<file path="config.mk">
export PLATFORM = sky130hd
export DESIGN_NAME = ccu_dac_writer_flat
export DESIGN_NICKNAME = d
export VERILOG_FILES = /design/src/rtl/ccu_dac_writer_if.sv /design/src/rtl/ccu_dac_writer.sv /design/src/flat_wrapper.sv
export SDC_FILE = /design/constraint.sdc
export NUM_CORES = 1
export LEC_CHECK = 0
export ABC_CLOCK_PERIOD_IN_PS = 2300
export BUFFER_PORTS_ARGS = -buffer_cell sky130_fd_sc_hd__buf_4
export CAP_MARGIN = 40
export CORE_MARGIN = 2
export CORE_UTILIZATION = 35
export DETAILED_ROUTE_END_ITERATION = 8
export PLACE_DENSITY = 0.58
export SETUP_SLACK_MARGIN = 0.5
export SLEW_MARGIN = 10
export SYNTH_ARGS = -nofsm -noshare
export SYNTH_HDL_FRONTEND = slang
export SYNTH_SLANG_ARGS = --single-unit
</file>
<file path="constraint.sdc">
create_clock -name axi_aclk -period 2.3 [get_ports axi_aclk]
set_clock_uncertainty 0.1 [all_clocks]
set_input_delay 0.115 -clock axi_aclk [delete_from_list [all_inputs] [get_ports axi_aclk]]
set_output_delay 0.115 -clock axi_aclk [all_outputs]
set_load 0.05 [all_outputs]
</file>
<file path="src/rtl/ccu_dac_writer_if.sv">
// ccu_dac_writer_if: payload AXI4-Stream byte input plus AXI4 write port to the DAC.
// master = the writer (drives tready, aw*, w*, bready); slave = upstream/downstream environment.
interface ccu_dac_writer_if #(
  parameter int ADDR_W = 16
);
  logic [7:0]        pay_axis_tdata;
  logic              pay_axis_tvalid;
  logic              pay_axis_tready;
  logic              pay_axis_tlast;
  logic [ADDR_W-1:0] dac_axi_awaddr;
  logic              dac_axi_awvalid;
  logic              dac_axi_awready;
  logic [7:0]        dac_axi_wdata;
  logic              dac_axi_wvalid;
  logic              dac_axi_wready;
  logic              dac_axi_wlast;
  logic [1:0]        dac_axi_bresp;
  logic              dac_axi_bvalid;
  logic              dac_axi_bready;

  modport master (
    input  pay_axis_tdata, pay_axis_tvalid, pay_axis_tlast,
    output pay_axis_tready,
    output dac_axi_awaddr, dac_axi_awvalid,
    input  dac_axi_awready,
    output dac_axi_wdata, dac_axi_wvalid, dac_axi_wlast,
    input  dac_axi_wready,
    input  dac_axi_bresp, dac_axi_bvalid,
    output dac_axi_bready
  );

  modport slave (
    output pay_axis_tdata, pay_axis_tvalid, pay_axis_tlast,
    input  pay_axis_tready,
    input  dac_axi_awaddr, dac_axi_awvalid,
    output dac_axi_awready,
    input  dac_axi_wdata, dac_axi_wvalid, dac_axi_wlast,
    output dac_axi_wready,
    output dac_axi_bresp, dac_axi_bvalid,
    input  dac_axi_bready
  );
endinterface

</file>
<file path="src/rtl/ccu_dac_writer.sv">
// ccu_dac_writer: turns a DATA_DAC payload (2 addr bytes MSB first + data) into AXI4
// write bursts of at most MAX_BURST bytes. Ports: axi_aclk, axi_aresetn, bus (master
// modport: pay_axis_* in, dac_axi_* out), busy/done/err status. Optional macro
// CCU_DAC_RESP_CHECK_EN: a bad bresp sets err and drains the rest of the packet.
module ccu_dac_writer #(
  parameter int MAX_BURST = 16,
  parameter int ADDR_W    = 16
) (
  input  logic            axi_aclk,
  input  logic            axi_aresetn,
  ccu_dac_writer_if.master bus,
  output logic            busy,
  output logic            done,
  output logic            err
);

  localparam int CNT_W = (MAX_BURST > 2) ? $clog2(MAX_BURST) : 1;
  localparam logic [CNT_W-1:0] CNT_LAST = CNT_W'(MAX_BURST - 1);

  typedef enum logic [2:0] {
    S_IDLE,
    S_ADDR_LO,
    S_AW,
    S_W,
    S_B,
    S_DONE,
    S_DRAIN
  } state_t;

  state_t            state_q, state_d;
  logic              run_q, run_d;
  logic [7:0]        hi_q, hi_d;
  logic [ADDR_W-1:0] addr_q, addr_d;
  logic [CNT_W-1:0]  cnt_q, cnt_d;
  logic              eop_q, eop_d;
  logic              err_q, err_d;
  logic              wlast_c;

  always_comb begin
    state_d = state_q;
    run_d   = 1'b1;
    hi_d    = hi_q;
    addr_d  = addr_q;
    cnt_d   = cnt_q;
    eop_d   = eop_q;
    err_d   = err_q;
    wlast_c = 1'b0;

    bus.pay_axis_tready = 1'b0;
    bus.dac_axi_awvalid = 1'b0;
    bus.dac_axi_wvalid  = 1'b0;
    bus.dac_axi_wdata   = 8'h00;
    bus.dac_axi_bready  = 1'b0;

    case (state_q)
      S_IDLE: begin
        // run_q keeps tready low through reset and the cycle after it
        bus.pay_axis_tready = run_q;
        if (run_q && bus.pay_axis_tvalid) begin
          hi_d  = bus.pay_axis_tdata;
          err_d = bus.pay_axis_tlast;
          state_d = bus.pay_axis_tlast ? S_DONE : S_ADDR_LO;
        end
      end
      S_ADDR_LO: begin
        bus.pay_axis_tready = 1'b1;
        if (bus.pay_axis_tvalid) begin
          addr_d = ADDR_W'({hi_q, bus.pay_axis_tdata});
          if (bus.pay_axis_tlast) begin
            err_d   = 1'b1;
            state_d = S_DONE;
          end else begin
            state_d = S_AW;
          end
        end
      end
      S_AW: begin
        bus.dac_axi_awvalid = 1'b1;
        if (bus.dac_axi_awready) begin
          cnt_d   = '0;
          state_d = S_W;
        end
      end
      S_W: begin
        // payload passes straight through to the W channel
        wlast_c = bus.pay_axis_tlast | (cnt_q == CNT_LAST);
        bus.dac_axi_wvalid  = bus.pay_axis_tvalid;
        bus.dac_axi_wdata   = bus.pay_axis_tdata;
        bus.pay_axis_tready = bus.dac_axi_wready;
        if (bus.pay_axis_tvalid && bus.dac_axi_wready) begin
          cnt_d  = cnt_q + CNT_W'(1);
          addr_d = addr_q + ADDR_W'(1);
          if (wlast_c) begin
            eop_d   = bus.pay_axis_tlast;
            state_d = S_B;
          end
        end
      end
      S_B: begin
        bus.dac_axi_bready = 1'b1;
        if (bus.dac_axi_bvalid) begin
`ifdef CCU_DAC_RESP_CHECK_EN
          if (bus.dac_axi_bresp != 2'b00) begin
            err_d   = 1'b1;
            state_d = eop_q ? S_DONE : S_DRAIN;
          end else begin
            state_d = eop_q ? S_DONE : S_AW;
          end
`else
          state_d = eop_q ? S_DONE : S_AW;
`endif
        end
      end
      S_DRAIN: begin
        bus.pay_axis_tready = 1'b1;
        if (bus.pay_axis_tvalid && bus.pay_axis_tlast)
          state_d = S_DONE;
      end
      S_DONE: begin
        state_d = S_IDLE;
      end
      default: begin
        state_d = S_IDLE;
      end
    endcase

    bus.dac_axi_wlast = wlast_c;
  end

  assign bus.dac_axi_awaddr = addr_q;

  assign busy = (state_q != S_IDLE);
  assign done = (state_q == S_DONE);
  assign err  = err_q;

  always_ff @(posedge axi_aclk or negedge axi_aresetn) begin
    if (!axi_aresetn) begin
      state_q <= S_IDLE;
      run_q   <= 1'b0;
      hi_q    <= 8'h00;
      addr_q  <= '0;
      cnt_q   <= '0;
      eop_q   <= 1'b0;
      err_q   <= 1'b0;
    end else begin
      state_q <= state_d;
      run_q   <= run_d;
      hi_q    <= hi_d;
      addr_q  <= addr_d;
      cnt_q   <= cnt_d;
      eop_q   <= eop_d;
      err_q   <= err_d;
    end
  end

endmodule

</file>
<file path="src/flat_wrapper.sv">
// flat-port wrapper written by rule: the top's interface ports become plain ports
module ccu_dac_writer_flat 
#(
  parameter int MAX_BURST = 16,
  parameter int ADDR_W    = 16
)
  (axi_aclk, axi_aresetn, busy, done, err, bus_pay_axis_tdata, bus_pay_axis_tvalid, bus_pay_axis_tlast, bus_pay_axis_tready, bus_dac_axi_awaddr, bus_dac_axi_awvalid, bus_dac_axi_awready, bus_dac_axi_wdata, bus_dac_axi_wvalid, bus_dac_axi_wlast, bus_dac_axi_wready, bus_dac_axi_bresp, bus_dac_axi_bvalid, bus_dac_axi_bready);
  ccu_dac_writer_if #(.ADDR_W(ADDR_W)) bus_i ();
  input  logic axi_aclk;
  input  logic axi_aresetn;
  output logic busy;
  output logic done;
  output logic err;
  input wire logic [$bits(bus_i.pay_axis_tdata)-1:0] bus_pay_axis_tdata;
  input wire logic [$bits(bus_i.pay_axis_tvalid)-1:0] bus_pay_axis_tvalid;
  input wire logic [$bits(bus_i.pay_axis_tlast)-1:0] bus_pay_axis_tlast;
  output wire logic [$bits(bus_i.pay_axis_tready)-1:0] bus_pay_axis_tready;
  output wire logic [$bits(bus_i.dac_axi_awaddr)-1:0] bus_dac_axi_awaddr;
  output wire logic [$bits(bus_i.dac_axi_awvalid)-1:0] bus_dac_axi_awvalid;
  input wire logic [$bits(bus_i.dac_axi_awready)-1:0] bus_dac_axi_awready;
  output wire logic [$bits(bus_i.dac_axi_wdata)-1:0] bus_dac_axi_wdata;
  output wire logic [$bits(bus_i.dac_axi_wvalid)-1:0] bus_dac_axi_wvalid;
  output wire logic [$bits(bus_i.dac_axi_wlast)-1:0] bus_dac_axi_wlast;
  input wire logic [$bits(bus_i.dac_axi_wready)-1:0] bus_dac_axi_wready;
  input wire logic [$bits(bus_i.dac_axi_bresp)-1:0] bus_dac_axi_bresp;
  input wire logic [$bits(bus_i.dac_axi_bvalid)-1:0] bus_dac_axi_bvalid;
  output wire logic [$bits(bus_i.dac_axi_bready)-1:0] bus_dac_axi_bready;
  assign bus_i.pay_axis_tdata = bus_pay_axis_tdata;
  assign bus_i.pay_axis_tvalid = bus_pay_axis_tvalid;
  assign bus_i.pay_axis_tlast = bus_pay_axis_tlast;
  assign bus_pay_axis_tready = bus_i.pay_axis_tready;
  assign bus_dac_axi_awaddr = bus_i.dac_axi_awaddr;
  assign bus_dac_axi_awvalid = bus_i.dac_axi_awvalid;
  assign bus_i.dac_axi_awready = bus_dac_axi_awready;
  assign bus_dac_axi_wdata = bus_i.dac_axi_wdata;
  assign bus_dac_axi_wvalid = bus_i.dac_axi_wvalid;
  assign bus_dac_axi_wlast = bus_i.dac_axi_wlast;
  assign bus_i.dac_axi_wready = bus_dac_axi_wready;
  assign bus_i.dac_axi_bresp = bus_dac_axi_bresp;
  assign bus_i.dac_axi_bvalid = bus_dac_axi_bvalid;
  assign bus_dac_axi_bready = bus_i.dac_axi_bready;
  ccu_dac_writer #(.MAX_BURST(MAX_BURST), .ADDR_W(ADDR_W)) u_core (.axi_aclk(axi_aclk), .axi_aresetn(axi_aresetn), .bus(bus_i), .busy(busy), .done(done), .err(err));
endmodule
</file>
==> insert_results.sql, run 1 <==
INSERT INTO impl_metrics (metric_group, metric, value, unit) VALUES
('run_status', 'run_status', 'completed', ''),
('cells_and_area', 'area.growth.synth_to_final', '42.8', '%'),
('power', 'power_per_cell_area', '1490', 'nW/um^2'),
('floorplan', 'placeableCoreArea', '5850', 'sq um'),
('floorplan', 'core.rowCount', '28', ''),
('job', 'cap_viol_max_count', '0', ''),
('critical_path', 'critical_path_required', '2.09', 'ns'),
('floorplan', 'floorplan.initialDensity', '0.359', ''),
('logic_synthesis', 'postSynthRegisterBits', '34', ''),
('global_routing', 'grt_first_pass_wirelength', '9800', 'um'),
('floorplan', 'dieWidth', '81.5', 'um'),
('clock_network', 'cts_htree_levels', '2', ''),
('cells_and_area', 'layout-drive-gt1-share', '0.416', ''),
('drt', 'wirelength', '5980', 'um'),
('critical_path', 'crit_type', 'reg -> out', ''),
('global_routing', 'antenna_found_initial', '0', ''),
('floorplan', 'io_pins', '49', ''),
('critical_path', 'critical_path.max_fanout', '9', ''),
('critical_path', 'start_kind', 'flop', ''),
('logic_synthesis', 'synth_cells', '231', ''),
('drt', 'initialDrtViolationCount', '117', ''),
('placement', 'place_congestion', '0.851', ''),
('timing', 'finalHoldViolCount', '0', ''),
('global_routing', 'total_global_route_track_usage', '0.191', ''),
('placement', 'dp.final_hpwl', '3940', 'um'),
('timing', 'grt_setup_unrepaired', 'true', ''),
('floorplan', 'die_y', '81.5', 'um'),
('floorplan', 'die_area', '6640', 'sq um'),
('clock_network', 'cts.reportedPaths.clkPinSlew', '0.07', 'ns'),
('critical_path', 'worst_path_dominant_cell_family', 'simple AND/OR/NAND/NOR gates', ''),
('clock_network', 'clk_path_buf_depth', '2', ''),
('cells_and_area', 'finalNetCount', '323', ''),
('timing', 'final.hold.worst_slack', '0.0231', 'ns'),
('drt', 'postRouteAntennaNets', '0', ''),
('global_routing', 'global_route.overflow_total', '0', ''),
('logic_synthesis', 'yosysSeqAreaShare', '0.405', ''),
('cells_and_area', 'antenna_cells', '0', ''),
('clock_network', 'cts_num_sinks', '34', ''),
('timing', 'fin_tns_setup', '0', 'ns'),
('logic_synthesis', 'synth_area_per_cell', '9.09', 'sq um'),
('timing', 'setup-violations-final', '0', ''),
('drt', 'route.detailed.drc', '0', ''),
('timing', 'period_minus_slack', '1.78', 'ns'),
('clock_network', 'clk_latency', '0.29', 'ns'),
('drt', 'via_count', '2117', ''),
('drt', 'dr.pass1.iters', '4', ''),
('placement', 'io_buffer_count', '46', ''),
('power', 'post-layout-total-power', '4460', 'uW'),
('clock_network', 'clock_tree_root', 'sky130_fd_sc_hd__clkbuf_8', ''),
('logic_synthesis', 'synthArstFlopShare', '1.00', ''),
('worst_hold_path', 'holdCritPathClass', 'in -> reg', ''),
('clock_network', 'cts_tree', 'built', ''),
('critical_path', 'slowest_stage', 'sky130_fd_sc_hd__dfrtp_2', ''),
('critical_path', 'cp_cell_sequence', 'and3b_2 -> buf_4 -> and2_1 -> buf_6', ''),
('global_routing', 'first_global_vias', '1956', ''),
('drt', 'via_per_inst', '5.57', ''),
('logic_synthesis', 'number_of_enable_type_register_cells_in_the_synthesized_netlist', '0', ''),
('drt', 'post_drt_wl_per_cell', '15.7', 'um'),
('critical_path', 'regToRegSetupSlack', '0.53', 'ns'),
('critical_path', 'crit_end_category', 'output port', ''),
('clock_network', 'cts_buffers', '5', ''),
('timing', 'fin_crit_sh', '0.775', ''),
('power', 'irDropWorstVdd', '787', 'uV'),
('logic_synthesis', 'yosys_most_used_dff', 'sky130_fd_sc_hd__dfrtp_1', ''),
('logic_synthesis', 'syn_warnings', '0', ''),
('critical_path', 'critical_path_arrival', '1.57', 'ns'),
('timing', 'fmax', '561', 'MHz'),
('critical_path', 'cp_num_buf_inv', '2', ''),
('cells_and_area', 'post_route_utilization', '0.513', ''),
('logic_synthesis', 'syn_nets', '250', ''),
('logic_synthesis', 'syn_area', '2100', 'sq um'),
('global_routing', 'grt_start_max_net_pins', '35', ''),
('critical_path', 'worst_path_largest_cell_delay', '0.45', 'ns'),
('timing', 'final_max_slew_viol_count', '0', ''),
('logic_synthesis', 'post_synth_num_cell_types', '54', ''),
('power', 'p_leak', '0.00127', 'uW');
cells in the final DEF, fill, tap and decap left out, drive strengths merged, types with 6 or more instances in the layout:
cell,netlist,final
buf,9,71
nand2,12,12
nor2,18,18
clkbuf,7,7
a31oi,6,6
dfrtp,34,34
and2,10,10
nor3,6,6
a21oi,19,19
dlygate4sd3,0,10
mux2,9,9
o21ai,15,15
nand4,8,8
nand2b,6,6
nand3,11,11
a2bb2oi,7,7
final cells by class:
cell class,instances,area [sq um]
clock inverters,1,5.00
multi-input cells,177,1250
clock buffers,7,86.3
repair buffers,81,674
fillers,557,2850
inverters,5,18.8
flip-flops and latches,34,868
well taps,75,93.8
Yosys cell counts, types with 2 or more instances:
master                      instances  area share
sky130_fd_sc_hd__nand2b_1           6       0.018
sky130_fd_sc_hd__buf_4              2      0.0071
sky130_fd_sc_hd__mux2_2             9       0.048
sky130_fd_sc_hd__clkbuf_1           7       0.013
sky130_fd_sc_hd__a2bb2oi_1          7       0.029
sky130_fd_sc_hd__nand4_1            5       0.015
sky130_fd_sc_hd__nand2_1           12       0.021
sky130_fd_sc_hd__and2_1            10       0.030
sky130_fd_sc_hd__and3_1             5       0.015
sky130_fd_sc_hd__a22o_1             3       0.013
sky130_fd_sc_hd__nor3b_1            3       0.011
sky130_fd_sc_hd__o22ai_1            4       0.012
sky130_fd_sc_hd__nand4_2            2       0.012
sky130_fd_sc_hd__inv_1              5      0.0089
sky130_fd_sc_hd__a31oi_1            5       0.015
sky130_fd_sc_hd__ha_1               2       0.012
sky130_fd_sc_hd__buf_2              6       0.014
sky130_fd_sc_hd__nor2_1            17       0.030
sky130_fd_sc_hd__o32ai_1            2      0.0083
sky130_fd_sc_hd__nor4_1             3      0.0089
sky130_fd_sc_hd__o21ai_0           15       0.036
sky130_fd_sc_hd__nand3_1           11       0.026
sky130_fd_sc_hd__nor3_1             6       0.014
sky130_fd_sc_hd__or4_1              2      0.0071
sky130_fd_sc_hd__and4_2             2      0.0095
sky130_fd_sc_hd__dfrtp_1           34        0.41
sky130_fd_sc_hd__a21oi_1           19       0.045
stage by stage:
stage                     std cells  cell area, sq um  setup slack (ns)
after global placement          346              2590             0.353
after global routing            380              3000             0.462
final                           380              3000             0.518
after detailed placement        346              2590             0.389
after CTS                       376              2900             0.508
after floorplan                 231              2160             0.396
power by group:
group	internal [uW]	total [uW]	switching, uW
sequential	899	1230	334
clock	242	460	219
combinational	1110	2770	1660
total	2250	4460	2220
final timing paths:
check / startpoint / cells after the start / end
max in group asynchronous: axi_aresetn / 2 / u_core.state_q[1]
max reg2reg: u_core.bus.dac_axi_awaddr[3] / 4 / u_core.bus.dac_axi_awaddr[13]
min: bus_pay_axis_tlast / 2 / u_core.eop_q
min reg2reg: u_core.hi_q[7] / 1 / u_core.hi_q[7]
min in group asynchronous: axi_aresetn / 2 / u_core.bus.dac_axi_awaddr[6]
max: u_core.state_q[2] / 4 / bus_dac_axi_wdata[3]
state kept, by name, summed over array words and instances (netlist names):
signal / count
u_core.bus.dac_axi_awaddr: 16
u_core.hi_q: 8
u_core.cnt_q: 4
u_core.state_q: 3
u_core.eop_q: 1
u_core.err: 1
u_core.run_q: 1
layer usage:
metal | wire [um] | part of all wire | global-route usage
met3 | 335 | 0.056 | 0.0352
met2 | 2880 | 0.48 | 0.314
met5 | 0 | 0 | 0
met4 | 57 | 0.0095 | 0.0525
met1 | 2710 | 0.45 | 0.258
timing repair:
item | CTS | global route
cloned | 1 | 0
pin swaps | 0 | 1
hold buffers | 10 | 0
hold endpoints to repair | 43 | 0
setup buffers | 11 | 4
resized for setup | 9 | 19
endpoints found under the setup margin | 34 | 24
logic make-up (layout without fill, tap and decap cells):
kind of cell | count (synthesis) | after routing | synth area share
fa+ha+maj | 2 | 2 | 0.0119
other cells | 1 | 1 | 0.00179
xor+xnor | 1 | 1 | 0.00417
mux | 9 | 9 | 0.0482
buf+inv | 21 | 94 | 0.0447
flops | 34 | 34 | 0.405
simple gates | 92 | 93 | 0.259
compound gates | 71 | 71 | 0.225
Power figures use the tool's default switching activity.
==> run 2, diff against run 1 <==
--- a/config.mk
+++ b/config.mk
@@ -5,7 +5,7 @@
 export SDC_FILE = /design/constraint.sdc
 export NUM_CORES = 1
 export LEC_CHECK = 0
-export ABC_CLOCK_PERIOD_IN_PS = 2300
+export ABC_CLOCK_PERIOD_IN_PS = 1730
 export BUFFER_PORTS_ARGS = -buffer_cell sky130_fd_sc_hd__buf_4
 export CAP_MARGIN = 40
 export CORE_MARGIN = 2
==> constraint.sdc (replaced) <==
create_clock -name axi_aclk -period 1.73 [get_ports axi_aclk]
set_clock_uncertainty 0.1 [all_clocks]
set_input_delay 0.0865 -clock axi_aclk [delete_from_list [all_inputs] [get_ports axi_aclk]]
set_output_delay 0.0865 -clock axi_aclk [all_outputs]
set_load 0.05 [all_outputs]
==> run 2 against run 1 <==
Count of clock-buffer cells in the layout stayed put. First-iteration DRC count is 10% higher. Core utilization increased by 20 points. Setup slack got worse by 0.50 ns. Die area unchanged. Critical path type is now reg -> reg. Cell area increased by 40%. Combinational power increased by 110%. Power is 82% higher. The run now ends with negative hold slack left. Critical path depth did not move. Clock power increased by 36%. Non-clock buffer count increased by 51.
==> insert_results.sql, run 2 (synthesis gave the netlist of run 1 again) <==
INSERT INTO impl_metrics (metric_group, metric, value, unit) VALUES
('drt', 'initialDrtViolationCount', '129', ''),
('drt', 'wirelength', '7670', 'um'),
('cells_and_area', 'layout-drive-gt1-share', '0.685', ''),
('drt', 'via_per_inst', '5.52', ''),
('clock_network', 'clk_path_buf_depth', '2', ''),
('clock_network', 'cts_buffers', '5', ''),
('critical_path', 'regToRegEndpoint', 'u_core.bus.dac_axi_awaddr[13]', ''),
('power', 'power_per_cell_area', '1940', 'nW/um^2'),
('run_status', 'failed_checks', 'negative hold slack', ''),
('job', 'cap_viol_max_count', '0', ''),
('cells_and_area', 'mostFrequentLayoutCell', 'sky130_fd_sc_hd__buf_4', ''),
('cells_and_area', 'area.growth.synth_to_final', '99.5', '%'),
('power', 'switchingPower', '3740', 'uW'),
('placement', 'io_buffer_count', '46', ''),
('global_routing', 'antenna_found_initial', '0', ''),
('worst_hold_path', 'holdCritPathClass', 'in -> reg', ''),
('critical_path', 'crit_end_category', 'flop', ''),
('timing', 'finalHoldViolCount', '1', ''),
('global_routing', 'first_global_vias', '2369', ''),
('timing', 'final_max_slew_viol_count', '0', ''),
('drt', 'route.met3.wl', '250', 'um'),
('global_routing', 'total_global_route_track_usage', '0.239', ''),
('placement', 'dp.final_hpwl', '4640', 'um'),
('critical_path', 'critical_path_arrival', '1.83', 'ns'),
('drt', 'postRouteAntennaNets', '0', ''),
('floorplan', 'die_area', '6640', 'sq um'),
('drt', 'dr_wl_met2', '4150', 'um'),
('power', 'clockPowerShare', '0.077', ''),
('power', 'seq_power_share', '0.199', ''),
('critical_path', 'critical_path_required', '1.84', 'ns'),
('cells_and_area', 'finalNetCount', '373', ''),
('drt', 'via_count', '2373', ''),
('floorplan', 'core.rowCount', '28', ''),
('power', 'irDropWorstVdd', '1170', 'uV'),
('floorplan', 'io_pins', '49', ''),
('drt', 'route.layer.met1.wl', '3100', 'um'),
('critical_path', 'reg2reg_depth', '4', ''),
('power', 'post-layout-total-power', '8120', 'uW'),
('clock_network', 'clock_tree_root', 'sky130_fd_sc_hd__clkbuf_8', ''),
('worst_hold_path', 'min_delay_worst_endpoint', 'u_core.bus.dac_axi_awaddr[4]', ''),
('run_status', 'run_status', 'finished, violations left', ''),
('cells_and_area', 'number_of_flip_flops_in_the_largest_register', '16', ''),
('drt', 'post_drt_wl_per_cell', '17.8', 'um'),
('global_routing', 'grt_start_max_net_pins', '35', ''),
('drt', 'dr.pass1.iters', '4', ''),
('power', 'internal-power', '4380', 'uW'),
('critical_path', 'critical_path.max_fanout', '2', ''),
('worst_hold_path', 'timing.hold.worst.start', 'bus_pay_axis_tdata[4]', ''),
('worst_hold_path', 'min_delay_path_depth', '3', ''),
('power', 'comb_power_share', '0.724', ''),
('clock_network', 'cts_num_sinks', '34', ''),
('timing', 'fmax', '583', 'MHz'),
('critical_path', 'worst_r2r_startpoint', 'u_core.bus.dac_axi_awaddr[0]', ''),
('timing', 'period_minus_slack', '1.71', 'ns'),
('floorplan', 'dieWidth', '81.5', 'um'),
('clock_network', 'clk_latency', '0.29', 'ns'),
('critical_path', 'worst_setup_path_startpoint', 'u_core.bus.dac_axi_awaddr[0]', ''),
('timing', 'fin_crit_sh', '0.991', ''),
('power', 'power.share.switching', '0.461', ''),
('clock_network', 'cts.reportedPaths.clkPinSlew', '0.08', 'ns'),
('critical_path', 'start_kind', 'flop', ''),
('floorplan', 'floorplan.initialDensity', '0.359', ''),
('timing', 'setup-violations-final', '0', ''),
('timing', 'grt_setup_unrepaired', 'true', ''),
('power', 'p_leak', '0.00175', 'uW'),
('critical_path', 'regToRegSetupSlack', '0.02', 'ns'),
('clock_network', 'cts_htree_levels', '2', ''),
('drt', 'route.detailed.drc', '0', ''),
('cells_and_area', 'antenna_cells', '0', ''),
('clock_network', 'cts_tree', 'built', ''),
('floorplan', 'placeableCoreArea', '5850', 'sq um'),
('global_routing', 'grt_first_pass_wirelength', '11900', 'um'),
('timing', 'final.hold.worst_slack', '-0.00557', 'ns'),
('cells_and_area', 'final_cell_mix', 'sky130_fd_sc_hd__buf_4 (58), sky130_fd_sc_hd__buf_6 (36), sky130_fd_sc_hd__buf_8 (22)', ''),
('critical_path', 'crit_type', 'reg -> reg', ''),
('global_routing', 'global_route.overflow_total', '0', ''),
('placement', 'place_congestion', '0.836', ''),
('drt', 'highest-signal-layer', 'met4', ''),
('floorplan', 'die_y', '81.5', 'um');
## run 2: area by class of cell
cell class	count	area, sq um
Fill cell	417	1660
Clock buffer	7	86.3
Multi-Input combinational cell	176	1700
Clock inverter	1	5.00
Timing Repair Buffer	132	1410
Tap cell	75	93.8
Inverter	5	26.3
Sequential cell	34	875
## run 2: metal layers
layer | vias up | GRT usage
met5 | - | 0
met4 | 0 | 0.0780
met3 | 13 | 0.0385
met2 | 57 | 0.425
met1 | 1182 | 0.294
li1 | 1121 | -
## run 2: power groups by stage
stage                     combinational [uW]  sequential (uW)  clock (uW)
after floorplan                         2290             2290           0
after global placement                  4120             1590           0
after detailed placement                4170             1600           0
after CTS                               5180             1590         638
after global routing                    6200             1670         669
final                                   5880             1620         626
## run 2: repair_timing
| action | 4_1_cts | 5_1_grt |
|---|---|---|
| pin swaps | 18 | 22 |
| hold buffers | 10 | 0 |
| gates resized for setup | 84 | 66 |
| setup endpoints to repair | 57 | 56 |
| setup buffers | 29 | 9 |
| endpoints found under the hold margin | 46 | 0 |
| cloned | 2 | 0 |
## run 2: critical path, stage by stage (launching register included)
cell and delay, ns:
sky130_fd_sc_hd__dfrtp_4 0.44, sky130_fd_sc_hd__nand4_4 0.11, sky130_fd_sc_hd__or4_4 0.51, sky130_fd_sc_hd__a221o_1 0.34, sky130_fd_sc_hd__a31oi_2 0.14
## run 2: worst max path at each step
stage / endpoint / slack (ns) / cells past startpoint
6_report: u_core.bus.dac_axi_awaddr[13] / 0.02 / 4
5_1_grt: u_core.bus.dac_axi_awaddr[13] / -0.04 / 4
4_1_cts: u_core.bus.dac_axi_awaddr[13] / 0.03 / 4
3_5_place_dp: u_core.state_q[2] / -0.02 / 5
3_3_place_gp: u_core.state_q[2] / 0.01 / 5
2_1_floorplan: u_core.bus.dac_axi_awaddr[13] / -0.17 / 5
## run 2: per-stage QoR
step / TNS [ns] / cell area (sq um) / std cells / worst slack (ns) / utilization
final: 0 / 4190 / 430 / 0.0154 / 0.716
after global routing: -0.162 / 4190 / 430 / -0.0392 / 0.716
after CTS: 0 / 3830 / 421 / 0.0313 / 0.655
after detailed placement: -0.0175 / 3040 / 372 / -0.0175 / 0.520
after global placement: 0 / 3040 / 372 / 0.0130 / 0.520
after floorplan: -1.32 / 2490 / 231 / -0.174 / -
